==> config.mk <==
export PLATFORM = sky130hd
export DESIGN_NAME = rs232_pkt_engine
export DESIGN_NICKNAME = d
export VERILOG_FILES = /design/src/rtl/rs232_pkg.sv /design/src/rtl/rs232_pkt_tx.sv /design/src/rtl/rs232_pkt_engine.sv
export SDC_FILE = /design/constraint.sdc
export NUM_CORES = 1
export LEC_CHECK = 0
export BUFFER_PORTS_ARGS = -buffer_cell sky130_fd_sc_hd__buf_2
export CORE_AREA = 8 8 130 120
export CTS_CLUSTER_SIZE = 24
export DETAILED_ROUTE_END_ITERATION = 8
export DIE_AREA = 0 0 138 128
export GPL_TIMING_DRIVEN = 0
export PLACE_DENSITY = 0.85
export SYNTH_ARGS = -nofsm -noshare
export SYNTH_HDL_FRONTEND = slang
export SYNTH_HIERARCHICAL = 1
export SYNTH_SLANG_ARGS = --single-unit
==> constraint.sdc <==
create_clock -name clk -period 4.3 [get_ports clk]
set_input_delay 0.645 -clock clk [delete_from_list [all_inputs] [get_ports clk]]
set_output_delay 0.645 -clock clk [all_outputs]
set_load 0.02 [all_outputs]
==> src/rtl/rs232_pkg.sv <==
// Shared types and constants for the RS232 packet engine.
// Holds the FSM state, response status codes, RW codes and default framing bytes.
package rs232_pkg;

    typedef enum logic [3:0] {
        S_IDLE,
        S_ADDR,
        S_RW,
        S_DATA,
        S_CHK,
        S_TAIL,
        S_EXEC,
        S_CAPT,
        S_RESP
    } state_t;

    localparam logic [7:0] ST_OK   = 8'h00;
    localparam logic [7:0] ST_CHK  = 8'h01;
    localparam logic [7:0] ST_TAIL = 8'h02;
    localparam logic [7:0] ST_RW   = 8'h03;

    localparam logic [7:0] RW_RD = 8'h00;
    localparam logic [7:0] RW_WR = 8'h01;

    localparam logic [7:0] DEF_HEAD = 8'hA5;
    localparam logic [7:0] DEF_TAIL = 8'h5A;

endpackage

==> src/rtl/rs232_pkt_tx.sv <==
// Response serializer: HEAD, STATUS, DATA (MSB first), RCHK, TAIL.
// Latency: tx_req rises the cycle after start; each byte follows its ack by one cycle.
// Backpressure: tx_data/tx_req hold until tx_ack; done pulses with the TAIL ack.
module rs232_pkt_tx
    import rs232_pkg::*;
#(
    parameter int         DATA_BYTES = 2,
    parameter logic [7:0] HEAD       = DEF_HEAD,
    parameter logic [7:0] TAIL       = DEF_TAIL
) (
    input  logic                    clk,
    input  logic                    rst,
    input  logic                    start,
    input  logic [7:0]              status,
    input  logic [8*DATA_BYTES-1:0] data,
    output logic [7:0]              tx_data,
    output logic                    tx_req,
    input  logic                    tx_ack,
    output logic                    done
);

    localparam int NB = DATA_BYTES + 4;
    localparam int BW = 8 * NB;

    logic [BW-1:0] buf_q;
    logic [7:0]    idx_q;
    logic          active_q;
    logic [7:0]    rchk;

    always_comb begin
        rchk = status;
        for (int i = 0; i < DATA_BYTES; i++) begin
            rchk = rchk + data[8*i +: 8];
        end
    end

    // The outgoing byte is always the top of the buffer; zeros shift in behind it.
    assign tx_data = buf_q[BW-1 -: 8];
    assign tx_req  = active_q;
    assign done    = active_q && tx_ack && (idx_q == 8'(NB - 1));

    always_ff @(posedge clk) begin
        if (rst) begin
            buf_q    <= '0;
            idx_q    <= '0;
            active_q <= 1'b0;
        end else if (start) begin
            buf_q    <= {HEAD, status, data, rchk, TAIL};
            idx_q    <= '0;
            active_q <= 1'b1;
        end else if (active_q && tx_ack) begin
            buf_q <= buf_q << 8;
            idx_q <= idx_q + 8'd1;
            if (done) begin
                active_q <= 1'b0;
            end
        end
    end

endmodule

==> src/rtl/rs232_pkt_engine.sv <==
// Command packet parser/executor for the RS232 link with a status-bearing response.
// Latency: register strobe at T+1, capture at T+2, response HEAD at T+3 after the TAIL byte.
// Backpressure: response bytes wait on tx_ack; rx bytes arriving while executing/responding are dropped and counted.
module rs232_pkt_engine
    import rs232_pkg::*;
#(
    parameter int         ADDR_BYTES  = 1,
    parameter int         DATA_BYTES  = 2,
    parameter logic [7:0] HEAD        = DEF_HEAD,
    parameter logic [7:0] TAIL        = DEF_TAIL,
    parameter int         TIMEOUT_CYC = 50000,
    parameter int         ERR_CNT_W   = 8
) (
    input  logic                    clk,
    input  logic                    rst,
    input  logic [7:0]              rx_byte,
    input  logic                    rx_valid,
    output logic [7:0]              tx_data,
    output logic                    tx_req,
    input  logic                    tx_ack,
    output logic [8*ADDR_BYTES-1:0] reg_addr,
    output logic [8*DATA_BYTES-1:0] reg_wdata,
    output logic                    reg_we,
    output logic                    reg_re,
    input  logic [8*DATA_BYTES-1:0] reg_rdata,
    output logic                    pkt_ok,
    output logic [ERR_CNT_W-1:0]    err_cnt,
    output logic                    busy
);

    localparam int AW    = 8 * ADDR_BYTES;
    localparam int DW    = 8 * DATA_BYTES;
    localparam int GAP_W = $clog2(TIMEOUT_CYC + 1);

    state_t             state_q, state_d;
    logic [7:0]         cnt_q;
    logic [AW-1:0]      addr_sh;
    logic [DW-1:0]      data_sh;
    logic [7:0]         rw_q, chk_acc, chk_rx, status_q;
    logic [GAP_W-1:0]   gap_q;
    logic               in_pkt, timeout, drop, tx_start, tx_done;
    logic [DW-1:0]      resp_data;
    logic [1:0]         err_inc;
    logic [ERR_CNT_W:0] err_sum;

    assign in_pkt  = state_q inside {S_ADDR, S_RW, S_DATA, S_CHK, S_TAIL};
    // A byte on the expiry cycle wins over the timeout.
    assign timeout = in_pkt && !rx_valid && (gap_q == GAP_W'(TIMEOUT_CYC - 1));
    assign drop    = rx_valid && (state_q inside {S_EXEC, S_CAPT, S_RESP});

    always_ff @(posedge clk) begin
        if (rst) state_q <= S_IDLE;
        else     state_q <= state_d;
    end

    always_comb begin
        state_d  = state_q;
        reg_we   = 1'b0;
        reg_re   = 1'b0;
        pkt_ok   = 1'b0;
        tx_start = 1'b0;
        busy     = (state_q != S_IDLE);
        case (state_q)
            S_IDLE: if (rx_valid && rx_byte == HEAD) state_d = S_ADDR;
            S_ADDR: if (rx_valid && cnt_q == 8'(ADDR_BYTES - 1)) state_d = S_RW;
            S_RW:   if (rx_valid) state_d = S_DATA;
            S_DATA: if (rx_valid && cnt_q == 8'(DATA_BYTES - 1)) state_d = S_CHK;
            S_CHK:  if (rx_valid) state_d = S_TAIL;
            S_TAIL: if (rx_valid) state_d = S_EXEC;
            S_EXEC: begin
                reg_we  = (status_q == ST_OK) && (rw_q == RW_WR);
                reg_re  = (status_q == ST_OK) && (rw_q == RW_RD);
                state_d = S_CAPT;
            end
            S_CAPT: begin
                pkt_ok   = (status_q == ST_OK);
                tx_start = 1'b1;
                state_d  = S_RESP;
            end
            S_RESP: if (tx_done) state_d = S_IDLE;
            default: state_d = S_IDLE;
        endcase
        if (timeout) state_d = S_IDLE;
    end

    always_comb begin
        err_inc = {1'b0, (state_q == S_CAPT && status_q != ST_OK) || timeout} + {1'b0, drop};
        err_sum = {1'b0, err_cnt} + (ERR_CNT_W + 1)'(err_inc);
        if (status_q != ST_OK)   resp_data = '0;
        else if (rw_q == RW_RD)  resp_data = reg_rdata;
        else                     resp_data = data_sh;
    end

    always_ff @(posedge clk) begin
        if (rst) begin
            cnt_q     <= '0;
            addr_sh   <= '0;
            data_sh   <= '0;
            rw_q      <= '0;
            chk_acc   <= '0;
            chk_rx    <= '0;
            status_q  <= ST_OK;
            gap_q     <= '0;
            reg_addr  <= '0;
            reg_wdata <= '0;
            err_cnt   <= '0;
        end else begin
            if (rx_valid || !in_pkt) gap_q <= '0;
            else                     gap_q <= gap_q + 1'b1;

            if (rx_valid) begin
                case (state_q)
                    S_IDLE: begin
                        cnt_q   <= '0;
                        chk_acc <= '0;
                    end
                    S_ADDR: begin
                        addr_sh <= (addr_sh << 8) | AW'(rx_byte);
                        chk_acc <= chk_acc + rx_byte;
                        cnt_q   <= (cnt_q == 8'(ADDR_BYTES - 1)) ? 8'd0 : cnt_q + 8'd1;
                    end
                    S_RW: begin
                        rw_q    <= rx_byte;
                        chk_acc <= chk_acc + rx_byte;
                        cnt_q   <= '0;
                    end
                    S_DATA: begin
                        data_sh <= (data_sh << 8) | DW'(rx_byte);
                        chk_acc <= chk_acc + rx_byte;
                        cnt_q   <= (cnt_q == 8'(DATA_BYTES - 1)) ? 8'd0 : cnt_q + 8'd1;
                    end
                    S_CHK: chk_rx <= rx_byte;
                    S_TAIL: begin
                        if (rx_byte != TAIL)                     status_q <= ST_TAIL;
                        else if (chk_rx != chk_acc)              status_q <= ST_CHK;
                        else if (rw_q != RW_RD && rw_q != RW_WR) status_q <= ST_RW;
                        else                                     status_q <= ST_OK;
                        reg_addr  <= addr_sh;
                        reg_wdata <= data_sh;
                    end
                    default: ;
                endcase
            end

            err_cnt <= err_sum[ERR_CNT_W] ? '1 : err_sum[ERR_CNT_W-1:0];
        end
    end

    rs232_pkt_tx #(
        .DATA_BYTES (DATA_BYTES),
        .HEAD       (HEAD),
        .TAIL       (TAIL)
    ) u_tx (
        .clk     (clk),
        .rst     (rst),
        .start   (tx_start),
        .status  (status_q),
        .data    (resp_data),
        .tx_data (tx_data),
        .tx_req  (tx_req),
        .tx_ack  (tx_ack),
        .done    (tx_done)
    );

endmodule

==> impl_metrics.csv, run 1 <==
group,metric,value,unit
status,status,"completed",
global_route,grt_max_degree,17,
yosys,avgSynthCellArea,7.993,um^2
die,die_y,128,um
yosys,synth_compound_area_share,15.95,%
yosys,ys.flop_type,"dfxtp_1",
sta,max_freq,249.4,MHz
hold_path,hp-start,"gap_q[0]",
clock_network,post_cts_buffers,0,
placement,place_hpwl,14.15,mm
yosys,synth_simple_gate_area_share,25.78,%
clock_network,clock-sinks,160,
yosys,ys_types,65,
hold_path,min_delay_worst_endpoint,"gap_q[0]",
layout,syn_to_final_growth,16.63,%
worst_setup_path,end_kind,"flip-flop",
die,ios,73,
placement,gp_congestion,0.9014,
power,power,4.339,mW
worst_setup_path,cp-start-kind,"flip-flop",
yosys,ys_seq_area_share,41.48,%
layout,final.fill_count,1104,
sta,fin_skew,10.14,ps
worst_setup_path,critPathKind,"reg2reg",
placement,dpl_cell_area,8333,um^2
worst_setup_path,crit_path_frequent_cell,"fa_1",
sta,fin_crit_sh,93.26,%
detailed_routing,drc,0,
sta,rsz0062_at_grt,"no",
detailed_routing,vias,7205,
yosys,synthTopCellsByArea,"dfxtp_1 41%, nand2_1 11%, a21oi_1 7.8%",
clock_network,hold_buffers,0,
clock_network,path_clk_slew,60,ps
die,rows,41,
clock_network,cts-root-buf,"clkbuf_16",
clock_network,cts.path.max_buffers,2,
die,initial_core_util,57.01,%
worst_setup_path,reg2reg_to,"u_tx/buf_q[15]",
layout,stdcell_area,9005,um^2
sta,fin_setup_tns,0,ps
die,core,13540,um^2
hold_path,hold_class,"reg2reg",
yosys,async_reset_ff_share,0,%
global_route,grt_overflow_total,0,
clock_network,cts_tree,"built",
placement,numPortBuffers,71,
yosys,synthXorXnorAreaFrac,4.764,%
detailed_routing,ant_nets,0,
layout,layout-drive-gt1-share,13.17,%
yosys,synthCells,966,
worst_setup_path,cp_max_fo,10,
yosys,synth_seq_cells,160,
sta,slew_headroom,51.75,%
worst_setup_path,critical_path.reg2reg.startpoint,"rw_q[1]",
sta,drv_slew,0,
power,p_leak,3.490,nW
detailed_routing,drtPass1Iterations,5,
sta,hold_viol_final,0,
clock_network,cts_resized,0,
worst_setup_path,reg2reg_depth,13,
sta,whs,442.7,ps
detailed_routing,drt_iter0_drc,659,
worst_setup_path,crit_chain,"or4_1, or4_4, nor2_4, buf_6, nand2_1, a21oi_1, fa_1, ha_1, fa_1, a21o_1, a221oi_2, xnor2_1, a211oi_2",
worst_setup_path,r2r_slack,290,ps
yosys,yosysWarnings,6,
yosys,yosys.area.top_type,"dfxtp_1",
yosys,synthAdderAreaFrac,5.672,%
worst_setup_path,slowest_stage,"or4_1",
global_route,grt.total_usage,22.26,%
yosys,synth_top_family_by_area,"simple AND/OR/NAND/NOR gates",
yosys,synth_edf_count,0,
detailed_routing,finalWirelength,20.14,mm
power,ir_drop,298.5,uV
worst_setup_path,slowest_delay,520,ps
global_route,grt_pass1_wl,32.59,mm
power,p_per_area,481.9,nW/um^2
layout,finalNetCount,1124,
sta,worst_slew_pin_slew,720.6,ps
global_route,antenna_found_initial,1,
worst_setup_path,cp.arrival,4350,ps
die,dieArea,17660,um^2
clock_network,htree_levels,4,
sta,setup_violations,0,
sta,min_period,4010,ps
global_route,grt_pass1_vias,6774,
yosys,synthMuxAreaShare,1.183,%
yosys,yosys.area.top_type_share,41.48,%
clock_network,cts_buffers,17,
worst_setup_path,required,4640,ps
detailed_routing,avgViaCountPerCell,5.759,
hold_path,holdPathStages,1,
die,fp.dieW,138,um
yosys,mappedNetlistArea,7721,um^2
detailed_routing,wl_per_cell,16.10,um
clock_network,clock_latency,430,ps
flow_run,maxCapViolCount,0,
kinds of logic (layout without fill, tap and decap cells):
logic type               after synthesis  in the layout
XOR/XNOR                              42             42
flip-flops                           160            160
other                                  1             13
AO/OA/AOI/OAI                        203            203
multiplexers                           9              9
adder cells (fa/ha/maj)               29             29
buffers and inverters                 82            183
AND/OR/NAND/NOR                      440            440
worst max-delay path: cells and delay by family, from the launching register on:
kind | cells | cell delay, ps
compound gates | 4 | 930
flops | 1 | 310
xor+xnor | 1 | 130
simple gates | 4 | 1280
fa+ha+maj | 3 | 1120
buf+inv | 1 | 170
cells in the mapped netlist, types with 4 or more instances:
| library cell | number |
|---|---|
| buf_4 | 8 |
| nand4_1 | 14 |
| inv_1 | 17 |
| nor3b_1 | 4 |
| a31oi_1 | 4 |
| or3_1 | 6 |
| a311oi_1 | 15 |
| xnor2_1 | 25 |
| xor2_1 | 17 |
| mux2i_1 | 8 |
| buf_2 | 12 |
| fa_1 | 10 |
| a211oi_1 | 9 |
| nand2_1 | 226 |
| nor2_1 | 77 |
| and2_1 | 7 |
| clkbuf_1 | 37 |
| a21oi_1 | 120 |
| o21ai_0 | 13 |
| dfxtp_1 | 160 |
| o21a_1 | 4 |
| nor3_1 | 12 |
| and3_1 | 10 |
| nor2b_1 | 8 |
| ha_1 | 19 |
| nand3_1 | 40 |
| a21o_1 | 14 |
| or2_2 | 7 |
| nor4_1 | 6 |
flip-flops by register name (all words and copies together) (netlist names), 16 cells and up:
name        count
gap_q          16
u_tx/buf_q     41
reg_wdata      16
data_sh        16
cell type report:
type                       instances  area (um^2)  area share [%]
timing repair buffer              71        355.3           3.946
multi-input combinational        735         4164           46.24
tap                              172        215.2           2.390
buffer                            65        331.6           3.682
clock buffer                      18        439.2           4.877
antenna                            1        2.502         0.02779
clock inverter                    12        230.2           2.557
inverter                          17        63.81          0.7086
sequential                       160         3203           35.57
through the flow:
stage                     utilization (%)  cells  setup WS (ps)
after floorplan                         -    977          640.5
after global placement              61.53   1220          391.5
after detailed placement            61.53   1220          331.0
after CTS                           66.47   1250          316.3
after global routing                66.49   1251          105.2
final                               66.49   1251          289.7
placed cells by master (no fill, tap or decap), types with 9 or more instances in the layout:
cell | synthesis | layout
clkbuf_16 | 0 | 17
clkbuf_1 | 37 | 37
inv_1 | 17 | 17
xor2_1 | 17 | 17
a21oi_1 | 120 | 120
ha_1 | 19 | 19
a21o_1 | 14 | 14
nor2_1 | 77 | 77
conb_1 | 1 | 12
o21ai_0 | 13 | 13
nand4_1 | 14 | 14
a211oi_1 | 9 | 9
and3_1 | 10 | 10
buf_2 | 12 | 83
xnor2_1 | 25 | 25
dfxtp_1 | 160 | 160
nor3_1 | 12 | 12
nand3_1 | 40 | 40
fa_1 | 10 | 10
a311oi_1 | 15 | 15
nand2_1 | 226 | 226
how the worst max path moves through the flow:
stage	startpoint	end	slack, ps
floorplan	rw_q[1]	u_tx/buf_q[15]	640
detailed placement	rw_q[1]	u_tx/buf_q[15]	330
global route	rw_q[1]	u_tx/buf_q[15]	110
CTS	rw_q[1]	u_tx/buf_q[15]	320
finish	rw_q[1]	u_tx/buf_q[15]	290
global placement	rw_q[1]	u_tx/buf_q[15]	390
metal layers:
metal,share of wire [%],global-route usage [%]
met5,0,0
met1,43,27.69
met3,6.8,4.593
met2,48,37.13
met4,2.1,8.876
power breakdown:
part           switching, mW  leakage (nW)  internal (mW)  total [mW]
Clock                  0.622         0.325           1.11        1.73
Sequential            0.0322          1.29           1.52        1.55
Combinational          0.640          1.88          0.420        1.06
No activity file was read; power rests on OpenSTA's default activity.
==> run 2: changes to the inputs <==
--- a/config.mk
+++ b/config.mk
@@ -6,10 +6,12 @@
 export NUM_CORES = 1
 export LEC_CHECK = 0
 export BUFFER_PORTS_ARGS = -buffer_cell sky130_fd_sc_hd__buf_2
-export CORE_AREA = 8 8 130 120
+export CELL_PAD_IN_SITES_DETAIL_PLACEMENT = 2
+export CELL_PAD_IN_SITES_GLOBAL_PLACEMENT = 2
+export CORE_AREA = 8 8 181 140
 export CTS_CLUSTER_SIZE = 24
 export DETAILED_ROUTE_END_ITERATION = 8
-export DIE_AREA = 0 0 138 128
+export DIE_AREA = 0 0 189 148
 export GPL_TIMING_DRIVEN = 0
 export PLACE_DENSITY = 0.85
 export SYNTH_ARGS = -nofsm -noshare
==> impl_metrics.csv, run 2 (same netlist as run 1, synthesis figures left out) <==
group,metric,value,unit
layout,antennaDiodeCount,0,
global_route,grtUsageMet3,4.685,%
die,ios,73,
global_route,grt.total_usage,19.51,%
status,status,"completed",
die,fp.dieW,189,um
clock_network,clock_latency,440,ps
sta,fin_crit_sh,93.44,%
layout,fin_cells,1380,
layout,largest_reg_flops,41,
sta,max_freq,248.9,MHz
clock_network,hold_buffers,0,
die,dieArea,27970,um^2
worst_setup_path,cp_max_fo,10,
global_route,grt_pass1_vias,7879,
placement,placed_cells,1348,
worst_setup_path,end_kind,"flip-flop",
clock_network,cts_tree,"built",
layout,finalNetCount,1124,
sta,fin_setup_tns,0,ps
global_route,grt_max_degree,17,
layout,stdcell_area,9069,um^2
worst_setup_path,crit_buf_inv,1,
worst_setup_path,path_delay_family,"simple AND/OR/NAND/NOR gates",
detailed_routing,avgViaCountPerCell,5.309,
detailed_routing,drtPass1Iterations,5,
worst_setup_path,crit_path_frequent_cell,"fa_1",
hold_path,hold_class,"reg2reg",
power,ir_drop,296.3,uV
die,core,22520,um^2
die,rows,48,
layout,layout-drive-gt1-share,13.43,%
sta,worst_slew_pin_slew,685.4,ps
sta,drv_slew,0,
layout,mostFrequentLayoutCells,"226 x nand2_1, 160 x dfxtp_1, 119 x a21oi_1",
detailed_routing,wl_per_cell,19.58,um
clock_network,cts_buffers,17,
worst_setup_path,slowest_stage,"or4_1",
layout,syn_to_final_growth,17.45,%
power,p_per_area,461.1,nW/um^2
clock_network,path_clk_slew,70,ps
placement,numPortBuffers,71,
global_route,met1_usage,25.67,%
sta,rsz0062_at_grt,"no",
worst_setup_path,crit_chain,"or4_1, or4_4, nor2_4, buf_6, nand2_1, a21oi_2, fa_1, ha_1, fa_1, a21o_1, a221oi_2, xnor2_1, a211oi_2",
flow_run,maxCapViolCount,0,
clock_network,cts-root-buf,"clkbuf_16",
global_route,use_met2,31.19,%
sta,setup_violations,0,
detailed_routing,vias,7326,
sta,slew_headroom,54.11,%
global_route,grt_overflow_total,0,
sta,fin_skew,16.33,ps
die,die_y,148,um
die,initial_core_util,34.28,%
detailed_routing,drc,0,
global_route,antenna_found_initial,0,
detailed_routing,drt_iter0_drc,300,
worst_setup_path,required,4670,ps
placement,gp_congestion,0.8250,
placement,place_hpwl,19.33,mm
layout,layout_commonest_cell,"nand2_1",
clock_network,clock-sinks,160,
layout,largest_register,"u_tx/buf_q",
clock_network,cts.path.max_buffers,2,
worst_setup_path,cp.arrival,4380,ps
worst_setup_path,slowest_delay,520,ps
global_route,grt_pass1_wl,43.37,mm
sta,min_period,4018,ps
power,p_leak,3.427,nW
worst_setup_path,cp-start-kind,"flip-flop",
clock_network,htree_levels,4,
placement,dpl_cell_area,8493,um^2
sta,hold_viol_final,0,
detailed_routing,ant_nets,0,
worst_setup_path,critPathKind,"reg2reg",
detailed_routing,finalWirelength,27.03,mm
global_route,grt_busiest_layer,"met2",
==> run 2: power by group <==
part / leakage, nW / internal [mW] / total, mW / switching [mW]
logic: 1.88 / 0.422 / 1.11 / 0.686
clock network: 0.262 / 0.820 / 1.51 / 0.695
registers: 1.29 / 1.52 / 1.56 / 0.0399
==> run 2: final timing paths <==
kind / from / to / slack, ps / cells after the start
hold / removal: u_tx/buf_q[41] / u_tx/buf_q[41] / 460 / 2
hold reg to reg: u_tx/buf_q[41] / u_tx/buf_q[41] / 460 / 2
setup / recovery: rw_q[1] / u_tx/buf_q[15] / 280 / 13
setup reg to reg: rw_q[1] / u_tx/buf_q[15] / 280 / 13
==> run 2: layer usage <==
metal | vias to the layer above | wire length [um]
met5 | - | 0
met4 | 0 | 402
met3 | 30 | 1160
met2 | 132 | 12350
met1 | 3670 | 13110
li1 | 3494 | -
==> run 2: repair_timing <==
item                                    in CTS  in global routing
buffers inserted                             0                  0
resized for setup                            0                  1
endpoints found under the setup margin       0                  1
hold endpoints to repair                     0                  0
==> run 2: final cells by class <==
class	count	area, um^2
Multi-Input combinational cell	735	4168
Tap cell	300	375.4
Timing Repair Buffer	71	355.3
Clock buffer	18	439.2
Inverter	17	63.81
Clock inverter	14	132.6
Sequential cell	160	3203
Buffer	65	331.6
Fill cell	2594	13450
==> run 2: through the flow <==
step	utilization (%)	total power, mW	hold slack, ps	setup WS [ps]
floorplan	-	2.381	413.2	640.5
global placement	37.71	2.639	426.8	269.8
detailed placement	37.71	2.682	436.2	219.7
CTS	40.25	4.211	461.7	125.3
global route	40.27	4.398	477.5	101.0
finish	40.27	4.182	458.3	282.3
==> run 2: tightest hold or removal path, stage by stage, from the launching register on <==
cell and delay [ps]:
dfxtp_1 310, nand2_1 50, a21oi_1 50
